**src/rtl/a_channel_fifo.sv**
```systemverilog
// OBI A-channel request buffer: DEPTH-entry FIFO between the OBI slave port and the cache controller.
// Grant is derived from free space; the head entry is presented on a valid/ready command interface.
module a_channel_fifo #(
  parameter int ADDR_WIDTH = 32,
  parameter int DATA_WIDTH = 64,
  parameter int ID_WIDTH   = 4,
  parameter int DEPTH      = 4
) (
  input  logic                         clk,
  input  logic                         rst_n,
  input  logic                         obi_req,
  input  logic [ADDR_WIDTH-1:0]        obi_addr,
  input  logic                         obi_we,
  input  logic [DATA_WIDTH/8-1:0]      obi_be,
  input  logic [DATA_WIDTH-1:0]        obi_wdata,
  input  logic [ID_WIDTH-1:0]          obi_aid,
  output logic                         obi_gnt,
  input  logic                         internal_gnt,
  input  logic                         flush,
  output logic                         cmd_valid,
  input  logic                         cmd_ready,
  output logic [ADDR_WIDTH-1:0]        cmd_addr,
  output logic                         cmd_we,
  output logic [DATA_WIDTH/8-1:0]      cmd_be,
  output logic [DATA_WIDTH-1:0]        cmd_wdata,
  output logic [ID_WIDTH-1:0]          cmd_aid,
  output logic [$clog2(DEPTH+1)-1:0]   count
);

  localparam int PTR_W = $clog2(DEPTH);
  localparam int CNT_W = $clog2(DEPTH+1);
  localparam logic [CNT_W-1:0] FULL_CNT = CNT_W'(DEPTH);

  typedef struct packed {
    logic [ADDR_WIDTH-1:0]   addr;
    logic                    we;
    logic [DATA_WIDTH/8-1:0] be;
    logic [DATA_WIDTH-1:0]   wdata;
    logic [ID_WIDTH-1:0]     aid;
  } entry_t;

  entry_t            mem_q [DEPTH];
  entry_t            mem_d [DEPTH];
  logic [PTR_W-1:0]  wr_ptr_q, wr_ptr_d;
  logic [PTR_W-1:0]  rd_ptr_q, rd_ptr_d;
  logic [CNT_W-1:0]  count_q, count_d;
  logic              push, pop;
  entry_t            head;

  // Grant never passes through a full FIFO, even when the head is popping this cycle.
  assign obi_gnt   = rst_n && internal_gnt && !flush && (count_q != FULL_CNT);
  assign cmd_valid = (count_q != '0);
  assign push      = obi_req && obi_gnt;
  assign pop       = cmd_valid && cmd_ready;

  assign head      = mem_q[rd_ptr_q];
  assign cmd_addr  = head.addr;
  assign cmd_we    = head.we;
  assign cmd_be    = head.be;
  assign cmd_wdata = head.wdata;
  assign cmd_aid   = head.aid;
  assign count     = count_q;

  always_comb begin
    mem_d    = mem_q;
    wr_ptr_d = wr_ptr_q;
    rd_ptr_d = rd_ptr_q;
    count_d  = count_q;
    if (flush) begin
      // Storage is left as-is; only the bookkeeping is cleared.
      wr_ptr_d = '0;
      rd_ptr_d = '0;
      count_d  = '0;
    end else begin
      if (push) begin
        mem_d[wr_ptr_q] = '{addr: obi_addr, we: obi_we, be: obi_be,
                            wdata: obi_wdata, aid: obi_aid};
        wr_ptr_d = wr_ptr_q + PTR_W'(1);
      end
      if (pop) rd_ptr_d = rd_ptr_q + PTR_W'(1);
      if (push && !pop)      count_d = count_q + CNT_W'(1);
      else if (pop && !push) count_d = count_q - CNT_W'(1);
    end
  end

  always_ff @(posedge clk) begin
    if (!rst_n) begin
      wr_ptr_q <= '0;
      rd_ptr_q <= '0;
      count_q  <= '0;
      for (int i = 0; i < DEPTH; i++) mem_q[i] <= '0;
    end else begin
      wr_ptr_q <= wr_ptr_d;
      rd_ptr_q <= rd_ptr_d;
      count_q  <= count_d;
      for (int i = 0; i < DEPTH; i++) mem_q[i] <= mem_d[i];
    end
  end

endmodule

```
**config.mk**
```make
export PLATFORM = sky130hd
export DESIGN_NAME = a_channel_fifo
export DESIGN_NICKNAME = d
export VERILOG_FILES = /design/src/rtl/a_channel_fifo.sv
export SDC_FILE = /design/constraint.sdc
export NUM_CORES = 1
export LEC_CHECK = 0
export ABC_AREA = 0
export CAP_MARGIN = 20
export CORE_MARGIN = 2
export CORE_UTILIZATION = 30
export CTS_BUF_LIST = sky130_fd_sc_hd__clkbuf_2 sky130_fd_sc_hd__clkbuf_4 sky130_fd_sc_hd__clkbuf_8
export DETAILED_ROUTE_END_ITERATION = 6
export PLACE_DENSITY = 0.55
export SYNTH_ARGS = -nofsm -noshare
export SYNTH_HDL_FRONTEND = slang
export SYNTH_SLANG_ARGS = --single-unit
```
**constraint.sdc**
```tcl
create_clock -name clk -period 2.65 [get_ports clk]
set_clock_uncertainty 0.2 [all_clocks]
set_input_delay 0.795 -clock clk [delete_from_list [all_inputs] [get_ports clk]]
set_output_delay 0.795 -clock clk [all_outputs]
set_load 0.05 [all_outputs]
```
[Word-level counts from Yosys, hierarchy flattened]
Cells that the tools add are included.
Storage, ports and cells
  register bits: 443
  input port bits: 115
  output and inout port bits: 114
  logic and storage cells: 58
Operators by class
  add/sub/neg operators: 4
  order comparisons: 3
  equal/unequal tests: 1
  muxes and demuxes: 8
  bitwise operators: 4
  reduce and logical (&&, ||, !) cells: 15
Operator list (number)
  bitwise mux 436 bit: 1
  2-to-1 mux 109 bit: 3
  binary-select mux 109 bit (select 2 bit): 1
  demux 109 bit (select 2 bit): 1
  logical AND 1 bit: 8
  greater-or-equal comparator 3 bit, second input constant: 2
  2-to-1 mux 3 bit: 2
  NOT 2 -> 3 bit: 2
  adder 2 x 1 -> 2 bit, second input constant: 2
  adder 3 x 1 -> 3 bit, second input constant: 1
  logical NOT 1 bit: 3
  < comparator 3 x 1 -> 1 bit, second input constant: 1
  inequality test 3 bit, second input constant: 1
  nonzero test 3 bit: 1
  subtractor 3 x 1 -> 3 bit, second input constant: 1
  NOT 1 bit: 2
  AND reduction 2 bit: 1
  nonzero test 2 bit: 1
  OR reduction 2 bit: 1

[Depth between registers and ports, before layout]
Gate-level depths: netlist of run 1.
  depth in word-level cells: 8
  depth in mapped cells: 10
  mapped depth without buffers: 8

[Least setup slack after synthesis of run 1]
No wires, ideal clock.
  kind: input port to output port
  start: in rst_n
  end: out obi_gnt
  data arrival time: 2317 ps
  data required time: 1655 ps
  path slack: -662 ps
  cell stages on the path: 4
  path buffers: 2
  cells stage by stage: buf_2 nand2b_1 clkbuf_1 nor3b_1
Between the ends
  cells in the longest elaborated chain, start to end: 3
RTL lines
  start: declaration: line 10  | input logic rst_n,
  logical AND 1 bit (3 in a row): line 51  | assign obi_gnt = rst_n && internal_gnt && !flush && (count_q != FULL_CNT);
  end: declaration: line 17  | output logic obi_gnt,
No other way between the ends.

[Worst setup path after layout of run 1]
  start: reg rd_ptr_q[1]
  end: out cmd_wdata[12]
Between the ends
  cells in the longest elaborated chain, start to end: 4
RTL lines
  start: declaration: line 45  | logic [PTR_W-1:0] rd_ptr_q, rd_ptr_d;
  start signal: assignment: line 94  | rd_ptr_q <= rd_ptr_d;
  NOT 2 -> 3 bit (implied by the code): line 56  | assign head = mem_q[rd_ptr_q];
  binary-select mux 109 bit (select 2 bit): line 56
  2-to-1 mux 109 bit (implied by the code) (2 in a row): line 56
  end: declaration: line 25  | output logic [DATA_WIDTH-1:0] cmd_wdata,
No other way between the ends. The select of a mux whose other input is x is not followed.

==> results of run 1 <==
flip-flops by register name (all words and copies together), names as in the netlist:
signal / count
count: 3
mem_q: 436
rd_ptr_q: 2
wr_ptr_q: 2
per-layer routing:
layer	vias to the layer above	routed length (um)
li1	6504	-
met1	6628	22700
met2	241	25300
met3	82	2440
met4	4	1100
met5	-	27
layout by cell type (no fill, tap or decap), types with 2 or more instances in the layout:
cell type	synthesis	final
a21oi_1	3	3
mux2i_1	437	437
dfxtp_4	0	3
dfxtp_1	443	438
nand2_1	545	545
clkinvlp_4	0	2
clkbuf_16	0	3
nand3_4	0	4
dlygate4sd2_1	0	3
dfxtp_2	0	2
buf_4	36	41
clkdlybuf4s50_1	0	111
clkinv_2	0	13
inv_8	0	2
buf_16	0	17
clkbuf_4	0	19
or3_1	2	2
buf_8	4	14
ha_1	5	4
inv_1	3	3
buf_6	4	104
clkbuf_8	0	105
nor3b_4	0	2
o21ai_0	3	3
bufinv_16	0	3
buf_12	4	50
xor2_1	4	4
mux4_2	109	109
nand3_1	2	2
nor2_1	5	5
cells by family (layout without fill, tap and decap cells):
kind of cell,count (synthesis),count (layout)
AND/OR/NAND/NOR,564,564
buffers and inverters,139,492
AO/OA/AOI/OAI,8,8
other,0,1
adder cells (fa/ha/maj),6,6
multiplexers,546,546
XOR/XNOR,4,4
flip-flops,443,443
layout make-up:
| class | instances | area (um^2) | share of cell area (%) |
|---|---|---|---|
| multi-input combinational | 1128 | 9230 | 36.4 |
| sequential | 443 | 8880 | 35.0 |
| timing repair buffer | 343 | 4370 | 17.2 |
| clock buffer | 124 | 1590 | 6.26 |
| tap | 837 | 1050 | 4.13 |
| clock inverter | 22 | 210 | 0.829 |
| inverter | 3 | 11.3 | 0.0444 |
| antenna | 1 | 2.50 | 0.00987 |
path summary, 6_finish.rpt:
| check | start | to | slack (ns) | depth (start not counted) |
|---|---|---|---|---|
| hold reg to reg | mem_q[268]$_SDFFE_PN0P_ | mem_q[268]$_SDFFE_PN0P_ | 0.25 | 2 |
| hold / removal | mem_q[268]$_SDFFE_PN0P_ | mem_q[268]$_SDFFE_PN0P_ | 0.25 | 2 |
| setup reg to reg | count[0]$_SDFFE_PP0P_ | count[2]$_SDFFE_PP0P_ | 0.44 | 7 |
| setup / recovery | rd_ptr_q[1]$_SDFFE_PP0P_ | cmd_wdata[12] | -0.46 | 5 |
worst register-to-register path: stages, from the launching register on:
cell and delay (ns):
dfxtp_4 0.38, o31ai_1 0.31, ha_2 0.26, inv_1 0.06
fa_2 0.33, xor2_1 0.16, or3_1 0.31, a21oi_1 0.13
metrics by stage:
step	TNS, ns	std cells
2_1_floorplan	0	1710
3_3_place_gp	-25.03	2717
3_5_place_dp	-34.50	2717
4_1_cts	-54.89	2898
5_1_grt	-56.00	2901
6_report	-44.12	2901
what timing repair did:
action	4_1_cts	5_1_grt
gates resized for setup	161	7
pin swaps	1	0
setup buffers	24	1
cloned	13	3
endpoints found under the setup margin	112	109
power by group through the flow:
stage | logic (mW) | registers, mW | clock network [mW]
4_1_cts | 0.959 | 6.72 | 7.37
6_report | 0.952 | 6.72 | 7.11
5_1_grt | 1.01 | 6.72 | 7.67
2_1_floorplan | 0.507 | 6.87 | 0
3_5_place_dp | 0.887 | 6.87 | 0
3_3_place_gp | 0.877 | 6.87 | 0
==> metrics.txt, run 1 <==
first-pass GRT wire length=80400 um; Worst Setup Slack, final=-0.456 ns; Warnings, synthesis=0; top cell type's share of synthesized area=47.0%; Clock Sink Count=443; RSZ-0062 raised after global routing=yes; critical path's top delay family=buffers and inverters; Root Driver=clkbuf_8; fin crit period=3.11 ns; Seq pwr share=45.5%; input/output buffers=228; CTS Buffer Depth=3; Sw Ratio=23.9%; Slew HR=42.6%; Design Area, Final=25300 um^2; total power=14.8 mW; post-synthesis adder-cell area fraction=0.438%; status=complete, but fails checks; IO Pins=229; Synth Area in XOR/XNOR=0.186%; main combinational cell family by area after synthesis=multiplexers; row cnt=91; Synth Instances=1710; Layout area overhead=34.4%; CP Cell Sequence=buf_12 -> buf_4 -> clkbuf_16 -> mux4_2 -> buf_6; Residual DRC=0; die width=255 um; WL per Instance=17.8 um; Critical Path Start Type=register; DR vias/cell=4.64; Leak=12.2 nW; synth unique cells=28; Mapped Area=18900 um^2; failing checks=setup timing; area leader, netlist=dfxtp_1; max-cap violations=0; setup slack at placement=-0.366 ns; final hold violation count=0; Hold WS=0.253 ns; Internal=11.2 mW; Crit path largest cell delay=0.38 ns; met3 Usage GRT=4.14%; Worst-path clk slew=0.06 ns; met2 usage=26.9%; sequential-to-total area share from yosys stat=47.0%; vias in the first global route=14300; Die H=255 um; global route overflow=0; post-synthesis simple-gate area fraction=11.5%; Psw=3.53 mW; GR Layer Usage met1=19.7%; Compound-Gate Fraction of Synth Area=0.245%; gr usage total=15.9%; P per Cell Area=583 nW/um^2; # fillers=5916; Worst Setup End Kind=output port; Worst Path Buf+Inv=4; Final Util=40.9%; HPWL Detailed=31400 um; Post-synth top cells=nand2_1, dfxtp_1, mux2i_1, mux4_2, clkbuf_1; Post-Route WL=51500 um; Post-synth EDFFs=0; antenna violations before repair=3; # setup viols final=109; TritonCTS Buffers=81; Worst Tran Pin Value=0.861 ns; first-pass iteration count of the detailed router=5; Peak Freq=322 MHz; placed cell area=22400 um^2; Initial Util=30.5%; multiplexer area fraction after synthesis=36.2%; most heavily used metal layer in global routing=met2; synthesized net count=1831; Final nets=2121; top cells by area, synth=dfxtp_1, mux2i_1, mux4_2, nand2_1, buf_4; asr flop ratio synth=0%; CTS Hold Bufs=0; Die ar.=64900 um^2; worst endpoint data arrival time=2.11 ns; Min-Delay Path Class=register to register; CTS tree=done; clock share of power=48.1%; most frequent cell after synthesis=nand2_1; largest net degree at the start of global routing=185; Final GP Congestion=0.751; Setup CP Type=register to output port; Comb power frac=6.4%; number of DRC markers in iteration 0=615; Pins Over Slew Limit=0; via count=13500; cell with the largest stage delay on the worst path=dfxtp_4; Worst-Skew Late Latency=0.65 ns; remaining antenna violation count=0; core box area=61900 um^2; maximum VDD drop=311 uV; top_reg_cell synth=dfxtp_1; worst path required time=1.66 ns; share of cells above drive strength 1=24.1%; synthesized area per cell=11.0 um^2; period utilisation layout=117%; H-tree depth=3; crit path max fanout=9; flops & latches, synth=443
Note: power is estimated with default switching activity, not from simulation.
==> run 2, diff against run 1 <==
--- a/config.mk
+++ b/config.mk
@@ -7,7 +7,7 @@
 export LEC_CHECK = 0
 export ABC_AREA = 0
 export CAP_MARGIN = 20
-export CORE_MARGIN = 2
+export CORE_MARGIN = 5
 export CORE_UTILIZATION = 30
 export CTS_BUF_LIST = sky130_fd_sc_hd__clkbuf_2 sky130_fd_sc_hd__clkbuf_4 sky130_fd_sc_hd__clkbuf_8
 export DETAILED_ROUTE_END_ITERATION = 6
==> run 2 against run 1 <==
Effect of this change: the flow still finishes with violations (setup timing); critical path depth unchanged; global-route usage down 1.3 points; flip-flop and latch count unchanged; sequential power about the same; clock power up 0.8%; sequential share of layout area down 0.066 points; final cell count up 0.55%; largest power group unchanged; highest routed layer unchanged.
==> metrics.txt, run 2 (synthesis gave the netlist of run 1 again) <==
WL per Instance=17.7 um (was 17.8 um); H-tree depth=3 (unchanged); Critical Path Start Type=register (unchanged); antenna violations before repair=4 (was 3); Worst-path clk slew=0.06 ns (about the same); gr usage total=14.7% (was 15.9%); cell with the largest stage delay on the worst path=mux4_2 (was dfxtp_4); die width=261 um (was 255 um); via count=13500 (about the same); first-pass iteration count of the detailed router=4 (was 5); input/output buffers=228 (unchanged); share of cells above drive strength 1=24.3% (was 24.1%); number of DRC markers in iteration 0=642 (was 615); first-pass GRT wire length=79600 um (was 80400 um); fin crit period=3.11 ns (about the same); Worst Setup Slack, final=-0.458 ns (was -0.456 ns); Sw Ratio=23.1% (was 23.9%); non-filler cells, final=2917 (was 2901); vias in the first global route=14300 (about the same); Worst Path Buf+Inv=4 (unchanged); maximum VDD drop=300 uV (was 311 uV); failing checks=setup timing (unchanged); status=complete, but fails checks (unchanged); CP dominant cell by count=buf_12; Setup CP Type=register to output port (unchanged); Final nets=2130 (was 2121); Peak Freq=322 MHz (about the same); DR vias/cell=4.62 (was 4.64); P per Cell Area=584 nW/um^2 (was 583 nW/um^2); CP Cell Sequence=buf_12 -> buf_12 -> buf_16 -> mux4_2 -> buf_6 (was buf_12 -> buf_4 -> clkbuf_16 -> mux4_2 -> buf_6); worst path required time=1.66 ns (about the same); IO Pins=229 (unchanged); # setup viols final=109 (unchanged); Placed Cells=2734 (was 2717); Initial Util=30.1% (was 30.5%); core box area=62600 um^2 (was 61900 um^2); crit path max fanout=5 (was 9); Die H=261 um (was 255 um); critical path's top delay family=buffers and inverters (unchanged); Post-Route WL=51600 um (was 51500 um); TritonCTS Buffers=84 (was 81); Comb power frac=6.3% (was 6.4%); Internal=11.4 mW (was 11.2 mW); # fillers=6068 (was 5916); Psw=3.43 mW (was 3.53 mW); Leak=12.2 nW (about the same); Slew HR=34.0% (was 42.6%); Worst Setup End Kind=output port (unchanged); HPWL Detailed=32300 um (was 31400 um); row cnt=92 (was 91); commonest non-fill, non-tap cells in the layout=nand2_1, dfxtp_1, mux2i_1 (unchanged); Die ar.=68000 um^2 (was 64900 um^2); clock share of power=48.3% (was 48.1%); Residual DRC=0 (unchanged); RSZ-0062 raised after global routing=yes (unchanged); Layout area overhead=34.6% (was 34.4%); Worst Tran Pin Value=0.991 ns (was 0.861 ns); remaining antenna violation count=0 (unchanged); Min-Delay Path Class=register to register (unchanged); Crit path largest cell delay=0.52 ns (was 0.38 ns); most common cell after layout, fill and taps aside=nand2_1 (unchanged); Reg with most FFs=mem_q (unchanged); largest net degree at the start of global routing=212 (was 185); period utilisation layout=117% (about the same); Hold WS=0.254 ns (was 0.253 ns); global route overflow=0 (unchanged); Pins Over Slew Limit=0 (unchanged); Final GP Congestion=0.743 (was 0.751); Clock Sink Count=443 (unchanged); Worst-Skew Late Latency=0.64 ns (was 0.65 ns); CTS tree=done (unchanged); worst endpoint data arrival time=2.11 ns (about the same); max-cap violations=0 (unchanged); final hold violation count=0 (unchanged); Root Driver=clkbuf_8 (unchanged); max reg flops=436 (unchanged); CTS Buffer Depth=3 (unchanged); Seq pwr share=45.3% (was 45.5%)
-- run 2: cell types whose count changed in the layout (fill, tap and decap cells not counted), sizes merged --
cell / change
buf: +2
bufbuf: +1
clkbuf: +13
clkdlybuf4s15: +1
clkinv: -10
diode: +2
dlygate4sd2: -1
inv: -1
-- run 2: layout make-up --
| cell class | instances | area [um^2] | area share (%) |
|---|---|---|---|
| clock inverters | 11 | 143 | 0.562 |
| inverters | 3 | 11.3 | 0.0443 |
| repair buffers | 349 | 4370 | 17.2 |
| well taps | 846 | 1060 | 4.17 |
| clock buffers | 134 | 1690 | 6.65 |
| diodes | 3 | 7.51 | 0.0296 |
| multi-input cells | 1128 | 9230 | 36.4 |
| flip-flops and latches | 443 | 8880 | 35.0 |
-- run 2: path summary, 6_finish.rpt --
| path | start | to | slack (ns) | cells after the start |
|---|---|---|---|---|
| max | rd_ptr_q[1]$_SDFFE_PP0P_ | cmd_addr[28] | -0.46 | 5 |
| min | mem_q[290]$_SDFFE_PN0P_ | mem_q[290]$_SDFFE_PN0P_ | 0.25 | 2 |
| max reg2reg | count[0]$_SDFFE_PP0P_ | count[2]$_SDFFE_PP0P_ | 0.33 | 7 |
| min reg2reg | mem_q[290]$_SDFFE_PN0P_ | mem_q[290]$_SDFFE_PN0P_ | 0.25 | 2 |
-- run 2: metal layers --
layer / GRT usage, % / part of all wire [%] / up-vias
met2: 25.6 / 51 / 229
met3: 3.44 / 4.3 / 85
met1: 17.8 / 43 / 6652
met5: 0 / 0.025 / -
met4: 4.84 / 2.5 / 2
li1: - / - / 6507
-- run 2: through the flow --
stage                     setup TNS [ns]  instance area, um^2  utilization (%)  worst slack [ns]  power, mW
after CTS                         -57.02                25100             40.1            -0.602       15.1
after floorplan                        0                18900                -            0.0138       7.37
after global routing              -56.82                25400             40.6            -0.576       15.5
final                             -43.83                25400             40.6            -0.458       14.8
after global placement            -34.41                22400             35.8            -0.378       7.74
after detailed placement          -40.66                22400             35.8            -0.385       7.76
-- run 2: worst register-to-register path, delay by kind of cell (launching register included) --
family / cells / cell delay, ns
compound gates: 2 / 0.53
buf+inv: 1 / 0.05
flops: 1 / 0.38
simple gates: 1 / 0.33
xor+xnor: 1 / 0.15
fa+ha+maj: 2 / 0.59
-- run 2: power groups by stage --
stage	clock, mW	sequential (mW)	combinational, mW
floorplan	0	6.87	0.507
global placement	0	6.87	0.876
global route	7.76	6.73	1.00
CTS	7.47	6.72	0.940
finish	7.17	6.73	0.937
detailed placement	0	6.87	0.887
-- run 2: what timing repair did --
action / CTS / global route
setup buffers: 16 / 9
gates resized for setup: 122 / 25
cloned: 8 / 6
hold buffers: 0 / 0
pin swaps: 1 / 0
endpoints found under the setup margin: 112 / 112
endpoints found under the hold margin: 0 / 0
